`src/rtl/timer_pkg.sv`:
```
// Shared definitions for the memory-mapped countdown timer: register
// offsets, CTRL bit positions, mode encodings and the FSM state type.
package timer_pkg;

  // Word offsets decoded from addr[3:2]
  localparam logic [1:0] CTRL_OFS   = 2'd0;
  localparam logic [1:0] PRESET_OFS = 2'd1;
  localparam logic [1:0] COUNT_OFS  = 2'd2;

  // CTRL bit positions
  localparam int EN_BIT   = 0;
  localparam int MODE_LSB = 1;
  localparam int MODE_MSB = 2;
  localparam int IM_BIT   = 3;

  // Mode encodings; 2'b10 and 2'b11 behave as one-shot
  localparam logic [1:0] MODE_ONESHOT = 2'b00;
  localparam logic [1:0] MODE_RELOAD  = 2'b01;

  typedef enum logic [1:0] {
    IDLE = 2'd0,
    LOAD = 2'd1,
    CNT  = 2'd2,
    INT  = 2'd3
  } state_e;

endpackage

```
`src/rtl/timer_dev_if.sv`:
```
// Device-side bus between the CPU/device bridge and the timer.
// The bridge is the master; the timer is the slave.
interface timer_dev_if #(
  parameter int WIDTH = 32
);

  logic [31:2]      addr;
  logic             we;
  logic [WIDTH-1:0] wd;
  logic [WIDTH-1:0] rd;
  logic             irq;

  modport master (output addr, output we, output wd, input rd, input irq);
  modport slave  (input addr, input we, input wd, output rd, output irq);

endinterface

```
`src/rtl/timer_dev.sv`:
```
// Memory-mapped countdown timer with one-shot and auto-reload modes.
// CTRL/PRESET/COUNT live in the DEV0 window; reads are combinational and
// the interrupt request is registered.
module timer_dev
  import timer_pkg::*;
#(
  parameter int               WIDTH      = 32,
  parameter logic [WIDTH-1:0] RST_PRESET = '0
) (
  input  logic        clk,
  input  logic        rst_n,
  timer_dev_if.slave  bus
);

  localparam logic [WIDTH-1:0] CNT_ONE = WIDTH'(1);

  logic [3:0]       ctrl_q,   ctrl_d;
  logic [WIDTH-1:0] preset_q, preset_d;
  logic [WIDTH-1:0] count_q,  count_d;
  state_e           state_q,  state_d;
  logic             pend_q,   pend_d;
  logic             irq_q,    irq_d;

  logic [1:0]       ofs;
  logic             wr_ctrl;
  logic             wr_preset;
  logic             en;
  logic [1:0]       mode;
  logic [WIDTH-1:0] rd_mux;
  logic             unused_addr;

  assign ofs         = bus.addr[3:2];
  assign unused_addr = ^bus.addr[31:4];
  assign wr_ctrl     = bus.we && (ofs == CTRL_OFS);
  assign wr_preset   = bus.we && (ofs == PRESET_OFS);
  assign en          = ctrl_q[EN_BIT];
  assign mode        = ctrl_q[MODE_MSB:MODE_LSB];

  // Next-state logic: FSM transitions, counter, pending flag and CPU writes
  always_comb begin
    ctrl_d   = ctrl_q;
    preset_d = preset_q;
    count_d  = count_q;
    state_d  = state_q;
    pend_d   = pend_q;

    // A CPU write to CTRL or PRESET acknowledges a latched one-shot interrupt;
    // a fresh expiry in the same cycle (set below) takes precedence.
    if (wr_ctrl || wr_preset) begin
      pend_d = 1'b0;
    end

    unique case (state_q)
      IDLE: begin
        if (en) begin
          state_d = LOAD;
        end
      end
      LOAD: begin
        count_d = preset_q;
        state_d = CNT;
      end
      CNT: begin
        if (!en) begin
          state_d = IDLE;
        end else if (count_q > CNT_ONE) begin
          count_d = count_q - CNT_ONE;
        end else begin
          // Expiry on 1, and PRESET=0 is treated the same as PRESET=1
          count_d = '0;
          pend_d  = 1'b1;
          state_d = INT;
        end
      end
      INT: begin
        if (mode == MODE_RELOAD) begin
          pend_d  = 1'b0;
          state_d = LOAD;
        end else begin
          ctrl_d[EN_BIT] = 1'b0;
          state_d        = IDLE;
        end
      end
      default: begin
        state_d = IDLE;
      end
    endcase

    // CPU write to CTRL overrides the FSM's own En clear in INT
    if (wr_ctrl) begin
      ctrl_d = bus.wd[3:0];
    end
    if (wr_preset) begin
      preset_d = bus.wd;
    end

    // Registered request built from next-state values so masking and
    // expiry both show up on the edge where they happen
    irq_d = pend_d & ctrl_d[IM_BIT];
  end

  // State and register update with asynchronous active-low reset
  always_ff @(posedge clk or negedge rst_n) begin
    if (!rst_n) begin
      ctrl_q   <= '0;
      preset_q <= RST_PRESET;
      count_q  <= '0;
      state_q  <= IDLE;
      pend_q   <= 1'b0;
      irq_q    <= 1'b0;
    end else begin
      ctrl_q   <= ctrl_d;
      preset_q <= preset_d;
      count_q  <= count_d;
      state_q  <= state_d;
      pend_q   <= pend_d;
      irq_q    <= irq_d;
    end
  end

  // Read mux: zero-latency view of the current register values
  always_comb begin
    rd_mux = '0;
    unique case (ofs)
      CTRL_OFS:   rd_mux = {{(WIDTH-4){1'b0}}, ctrl_q};
      PRESET_OFS: rd_mux = preset_q;
      COUNT_OFS:  rd_mux = count_q;
      default:    rd_mux = '0;
    endcase
  end

  assign bus.rd  = rd_mux;
  assign bus.irq = irq_q;

endmodule

```
`src/flat_wrapper.sv`:
```
// flat-port wrapper written by rule: the top's interface ports become plain ports
module timer_dev_flat import timer_pkg::*;
#(
  parameter int               WIDTH      = 32,
  parameter logic [WIDTH-1:0] RST_PRESET = '0
)
  (clk, rst_n, bus_addr, bus_we, bus_wd, bus_rd, bus_irq);
  timer_dev_if #(.WIDTH(WIDTH)) bus_i ();
  input  logic clk;
  input  logic rst_n;
  input wire logic [$bits(bus_i.addr)-1:0] bus_addr;
  input wire logic [$bits(bus_i.we)-1:0] bus_we;
  input wire logic [$bits(bus_i.wd)-1:0] bus_wd;
  output wire logic [$bits(bus_i.rd)-1:0] bus_rd;
  output wire logic [$bits(bus_i.irq)-1:0] bus_irq;
  assign bus_i.addr = bus_addr;
  assign bus_i.we = bus_we;
  assign bus_i.wd = bus_wd;
  assign bus_rd = bus_i.rd;
  assign bus_irq = bus_i.irq;
  timer_dev #(.WIDTH(WIDTH), .RST_PRESET(RST_PRESET)) u_core (.clk(clk), .rst_n(rst_n), .bus(bus_i));
endmodule
```
`config.mk`:
```
export PLATFORM = sky130hd
export DESIGN_NAME = timer_dev_flat
export DESIGN_NICKNAME = d
export VERILOG_FILES = /design/src/rtl/timer_pkg.sv /design/src/rtl/timer_dev_if.sv /design/src/rtl/timer_dev.sv /design/src/flat_wrapper.sv
export SDC_FILE = /design/constraint.sdc
export NUM_CORES = 1
export LEC_CHECK = 0
export BUFFER_PORTS_ARGS = -buffer_cell sky130_fd_sc_hd__buf_2
export CAP_MARGIN = 30
export CORE_UTILIZATION = 50
export CTS_BUF_LIST = sky130_fd_sc_hd__clkbuf_8
export CTS_CLUSTER_SIZE = 16
export DETAILED_ROUTE_END_ITERATION = 8
export GPL_ROUTABILITY_DRIVEN = 1
export HOLD_SLACK_MARGIN = 0.05
export PLACE_DENSITY = 0.81
export SYNTH_ARGS = -nofsm -noshare
export SYNTH_HDL_FRONTEND = slang
export SYNTH_SLANG_ARGS = --single-unit
```
`constraint.sdc`:
```
create_clock -name clk -period 3.4 [get_ports clk]
set_input_delay 0.34 -clock clk [delete_from_list [all_inputs] [get_ports clk]]
set_output_delay 0.34 -clock clk [all_outputs]
set_load 0.1 [all_outputs]
```
Word-level counts from Yosys, hierarchy flattened
Cells that the tools add are included.
Storage, ports and cells
  bits in registers: 72
  logic and storage cells: 48
  output and inout port bits: 33
Operators by class
  $add $sub $neg: 1
  bitwise gates (word level): 1
  muxes and demuxes: 17
  reduce and logical (&&, ||, !) cells: 10
  eq/ne operators: 10
  $lt $le $gt $ge: 1
Operator list (count)
  32-bit case mux with 3 select lines: 1
  32-bit two-way mux: 2
  32-bit case mux with 2 select lines: 1
  32-bit by 1-bit > comparator with 1-bit output, second input constant: 1
  32-bit by 1-bit subtractor with 32-bit output, second input constant: 1
  2-bit case mux with 4 select lines: 1
  1-bit two-way mux: 7
  2-bit by 1-bit == test with 1-bit output, second input constant: 3
  2-bit == test, second input constant: 3
  2-bit two-way mux: 3
  2-bit by 1-bit != test with 1-bit output, second input constant: 3
  2-bit AND reduction: 3
  2-bit zero test: 2
  4-bit two-way mux: 1
  2-bit nonzero test: 2
  3-bit != test, second input constant: 1
  1-bit logical AND: 2
  1-bit case mux with 2 select lines: 1
  1-bit AND: 1
  1-bit logical OR: 1

Logic depth before layout (Yosys ltp)
  depth after elaboration: 8
  mapped depth: 10
  mapped depth without buffers: 7

Worst setup path after synthesis
OpenSTA, ideal clock, no wires.
  kind: in2out
  start: in bus_addr[0]
  end: out bus_rd[0]
  path buffers: 1
  slack: 0.214 ns
  cell stages on the path: 3
  data arrival time: 2.846 ns
  data required time: 3.060 ns
  cells stage by stage: clkbuf_1 > mux2i_1 > o21ai_0
Between the ends
  word-level cells in the longest chain between the ends: 2
RTL lines
  start, declared: RTL line flat_wrapper.sv:11  | input wire logic [$bits(bus_i.addr)-1:0] bus_addr;
  2-bit == test (tied with other cells): RTL line timer_dev.sv:124  | unique case (ofs)
  32-bit case mux with 3 select lines (*): RTL line timer_dev.sv:124
  end, declared: RTL line flat_wrapper.sv:14  | output wire logic [$bits(bus_i.rd)-1:0] bus_rd;
Every way passes the cells marked *; elsewhere a longest branch is shown, timed or not.

Final worst setup path
  start: reg u_core.count_q[0]
  end: reg u_core.count_q[10]
Between the ends
  word-level cells in the longest chain between the ends: 4
RTL lines
  start, declared: RTL line timer_dev.sv:19  | logic [WIDTH-1:0] count_q, count_d;
  start signal, assigned: RTL line timer_dev.sv:114  | count_q <= count_d;
  32-bit by 1-bit subtractor with 32-bit output / 32-bit by 1-bit > comparator with 1-bit output (equally long branches): RTL line timer_dev.sv:67, timer_dev.sv:66
  32-bit two-way mux (*): RTL line timer_dev.sv:66  | end else if (count_q > CNT_ONE) begin
  32-bit two-way mux (*): RTL line timer_dev.sv:64  | if (!en) begin
  32-bit case mux with 2 select lines (*): RTL line timer_dev.sv:53  | unique case (state_q)
Every way passes the cells marked *; elsewhere a longest branch is shown, timed or not. The select of a mux whose other input is x is not followed.
A chain may end at the register's enable or synchronous reset.

==> results.txt <==
- The number of different library cells used by synthesis comes to 56.
- Clock tree sinks: 72
* Vias: 3600
- Least-Margin Pin Slew: 0.8547 ns
* Cell count after synthesis: 396
- Number of synthesized flops with an enable pin: 0
- Entering global routing, the biggest net connects 46 pins.
* Setup total negative slack: 0 ns
- Number of buffers inserted to repair setup after CTS: 0
- Achievable Freq: 347.2 MHz
- Worst path depth: 7
* Remaining global-route overflow: 0
* Post-DP HPWL: 6856 um
- The congestion estimate from routability-driven global placement came to 0.9039.
- Unrepaired setup endpoints after global routing: no
* Final Net Count: 524
- Relative to the synthesized area, the layout overhead comes to 14.42%.
- Total buffers and inverters traversed by the critical path: 1
- Category of the worst setup path capture point: flop
- At the placement stage, the worst setup path has a slack of 0.5862 ns.
* Worst clock skew: 0.006018 ns
* # DRC: 0
- The path class of the tightest hold or removal check is input pin to asynchronous set/reset pin.
- IR analysis of the VDD net gives a maximum drop of 420.3 uV.
- Once the clock tree was built, the resizer swapped 0 gates to a different size.
* Port bufs: 69
- Areal power density over the cells: 858.2 nW/um2
- Number of antenna violations at the first check in global routing: 0
- By startpoint and endpoint, the worst setup path is classified as flop to flop.
* Num ports: 98
* Routed wire length: 10200 um
- Cell Chain, Critical Path: inv_1 -> ha_1 -> o2111ai_1 -> o31a_1 -> nand2_4 -> o41ai_1 -> a221o_1
* Worst Reg2Reg Path Length in Cells: 7
- In this run the mean area of a mapped cell was 10.16 um2.
- Largest incremental delay on the critical path: 0.74 ns
* Share of synthesized area occupied by flip-flops and latches: 44.76%
- Flip-flop and latch count after synthesis: 72
- In this run the worst path has a maximum fanout of 18.
* Critical Path Start Type: flop
- During synthesis, Yosys emitted a total of 0 warnings.
* DR iter-0 viols: 305
- TritonCTS built the clock tree.
* Dominant register cell in the synthesized netlist: sky130_fd_sc_hd__dfrtp_1
- Cell with the biggest individual delay on the critical path: sky130_fd_sc_hd__o31a_1
* Std cell rows: 32
* Worst path top cell family by delay: compound AO/OA/AOI/OAI gates
- Largest buffer count on any clock path: 2
* Post-cts hold buffer count: 0
* GRT Util Overall: 26.05%
- In the synthesized netlist the async set-or-reset flop fraction comes to 100.0%.
- Starting density of the core: 51.82%
* Share of final-layout standard cells stronger than drive strength 1: 30.00%
* Number of buffers created by CTS: 9
* Worst slew margin: 43.02%
* Die outline area: 8413 um2
- At the later pin of the worst-skew pair, clock insertion delay measures 0.34 ns.
- The tree is rooted in a sky130_fd_sc_hd__clkbuf_8.
- The number of nets in the synthesized netlist is 463.
- The smallest clock period supported by the final layout is computed as 2.880 ns.
- The run finished with clean final reports.
- Clock Pin Slew Worst Setup and Hold Paths: 0.07 ns
* Finish-stage setup viols: 0
* Summed instance area of the synthesized netlist: 4025 um2
- The repair_antennas step left the layout with diodes totalling 0.
* Global-route wire length before repair: 17370 um
- Antenna-violating nets left: 0
* Maximum level of the CTS H-tree: 3
- For the worst setup path, the data required time is 3.68 ns.
* Leakage power: 2.036 nW
- Measured along the x axis, the die boundary spans 91.73 um.
- Vert. Die Dim: 91.73 um
- Via count normalized by instance count: 6.406
* Area inside the core boundary: 7767 um2
- Wire length per cell: 18.16 um
- Worst Slack Setup Final: 0.5197 ns
- Number of global-route vias before repair: 3574
- Tightest hold margin: 0.02938 ns
- Slew Viols, Final: 0
- The final hold violation count is 0.
* Router iterations before antenna repair: 5
- The worst path uses 84.72% of the clock period.
* Max-cap violations: 0
- The completed layout was analyzed and its total power is 0.003952 W.
- Data arrival time of the critical path: 3.16 ns
[through the flow]
stage,instances,utilization (%),area (um2)
final,562,59.29,4606
after global routing,562,59.29,4606
after CTS,562,59.29,4606
after detailed placement,548,57.07,4433
after global placement,548,57.07,4433
after floorplan,396,-,4025
[registers in the layout, indices dropped and copies added, names as in the netlist]
| register | count |
|---|---|
| u_core.bus.irq | 1 |
| u_core.pend_q | 1 |
| u_core.count_q | 32 |
| u_core.ctrl_q | 4 |
| u_core.state_q | 2 |
| u_core.preset_q | 32 |
[power by group]
part / switching, W / internal (W)
logic: 0.00123 / 0.000585
clock network: 0.000302 / 0.000312
registers: 0.000394 / 0.00113
total: 0.00193 / 0.00203
[cells by family (layout without fill, tap and decap cells)]
kind of cell / count (synthesis) / count (layout) / share of synthesized area, %
AOI/OAI and AO/OA: 124 / 124 / 22.29
xor gates and xnor gates: 1 / 1 / 0.2176
adders and majority gates: 2 / 2 / 0.6216
buffers and inverters: 35 / 99 / 4.165
DFF: 72 / 72 / 44.76
muxes: 39 / 39 / 10.76
and+or+nand+nor: 123 / 123 / 17.19
[metal layers]
metal	track usage, %	wire length (um)
met4	6.771	70
met5	0	0
met2	42.67	4938
met3	4.892	683
met1	35.65	4511
[path summary, 6_finish.rpt]
path,startpoint,end,slack (ns)
hold reg to reg,u_core.preset_q[29],u_core.count_q[29],0.50
setup / recovery,u_core.count_q[0],u_core.count_q[10],0.52
max in group asynchronous,rst_n,u_core.count_q[22],2.33
hold / removal,rst_n,u_core.ctrl_q[2],0.03
setup reg to reg,u_core.count_q[0],u_core.count_q[10],0.52
min in group clk,bus_wd[14],u_core.preset_q[14],0.22
[area by class of cell]
class,instances,area (um2)
clock buffers,12,165.2
clock inverters,2,7.507
fillers,675,3162
inverters,6,22.52
multi-input cells,289,2061
flip-flops and latches,72,1802
well taps,102,127.6
repair buffers,79,420.4
[Yosys cell counts (5+ instances only)]
library cell / number / area, um2
sky130_fd_sc_hd__dfrtp_1: 72 / 1802
sky130_fd_sc_hd__mux2_2: 34 / 382.9
sky130_fd_sc_hd__nand2_1: 33 / 123.9
sky130_fd_sc_hd__a22o_1: 32 / 280.3
sky130_fd_sc_hd__o21ai_0: 24 / 120.1
sky130_fd_sc_hd__clkbuf_1: 19 / 71.32
sky130_fd_sc_hd__nor2_1: 17 / 63.81
sky130_fd_sc_hd__a21oi_1: 14 / 70.07
sky130_fd_sc_hd__nor3_1: 13 / 65.06
sky130_fd_sc_hd__nand3_1: 12 / 60.06
sky130_fd_sc_hd__a221o_1: 11 / 110.1
sky130_fd_sc_hd__o21ai_1: 10 / 50.05
sky130_fd_sc_hd__inv_1: 6 / 22.52
sky130_fd_sc_hd__nor2b_1: 6 / 37.54
sky130_fd_sc_hd__nor4_1: 6 / 37.54
sky130_fd_sc_hd__o31ai_1: 6 / 45.04
sky130_fd_sc_hd__mux2i_1: 5 / 50.05
[cell usage in the layout (no fill, tap or decap), types with 4 or more instances in the layout]
cell / synthesis / layout
sky130_fd_sc_hd__nand3_1: 12 / 12
sky130_fd_sc_hd__or4_1: 4 / 4
sky130_fd_sc_hd__o21ai_1: 10 / 10
sky130_fd_sc_hd__nand2_1: 33 / 33
sky130_fd_sc_hd__mux2_2: 34 / 34
sky130_fd_sc_hd__nor4_1: 6 / 6
sky130_fd_sc_hd__a221o_1: 11 / 11
sky130_fd_sc_hd__nor2b_1: 6 / 4
sky130_fd_sc_hd__o31ai_1: 6 / 6
sky130_fd_sc_hd__a21oi_1: 14 / 14
sky130_fd_sc_hd__nand2b_1: 4 / 4
sky130_fd_sc_hd__mux2i_1: 5 / 5
sky130_fd_sc_hd__buf_4: 1 / 10
sky130_fd_sc_hd__nor3_1: 13 / 13
sky130_fd_sc_hd__nor2_1: 17 / 17
sky130_fd_sc_hd__a22o_1: 32 / 32
sky130_fd_sc_hd__buf_2: 2 / 69
sky130_fd_sc_hd__or3_1: 4 / 4
sky130_fd_sc_hd__dfrtp_1: 72 / 72
sky130_fd_sc_hd__a22oi_1: 4 / 4
sky130_fd_sc_hd__clkbuf_8: 0 / 12
sky130_fd_sc_hd__inv_1: 6 / 8
sky130_fd_sc_hd__o21ai_0: 24 / 24
Power figures use the tool's default switching activity.
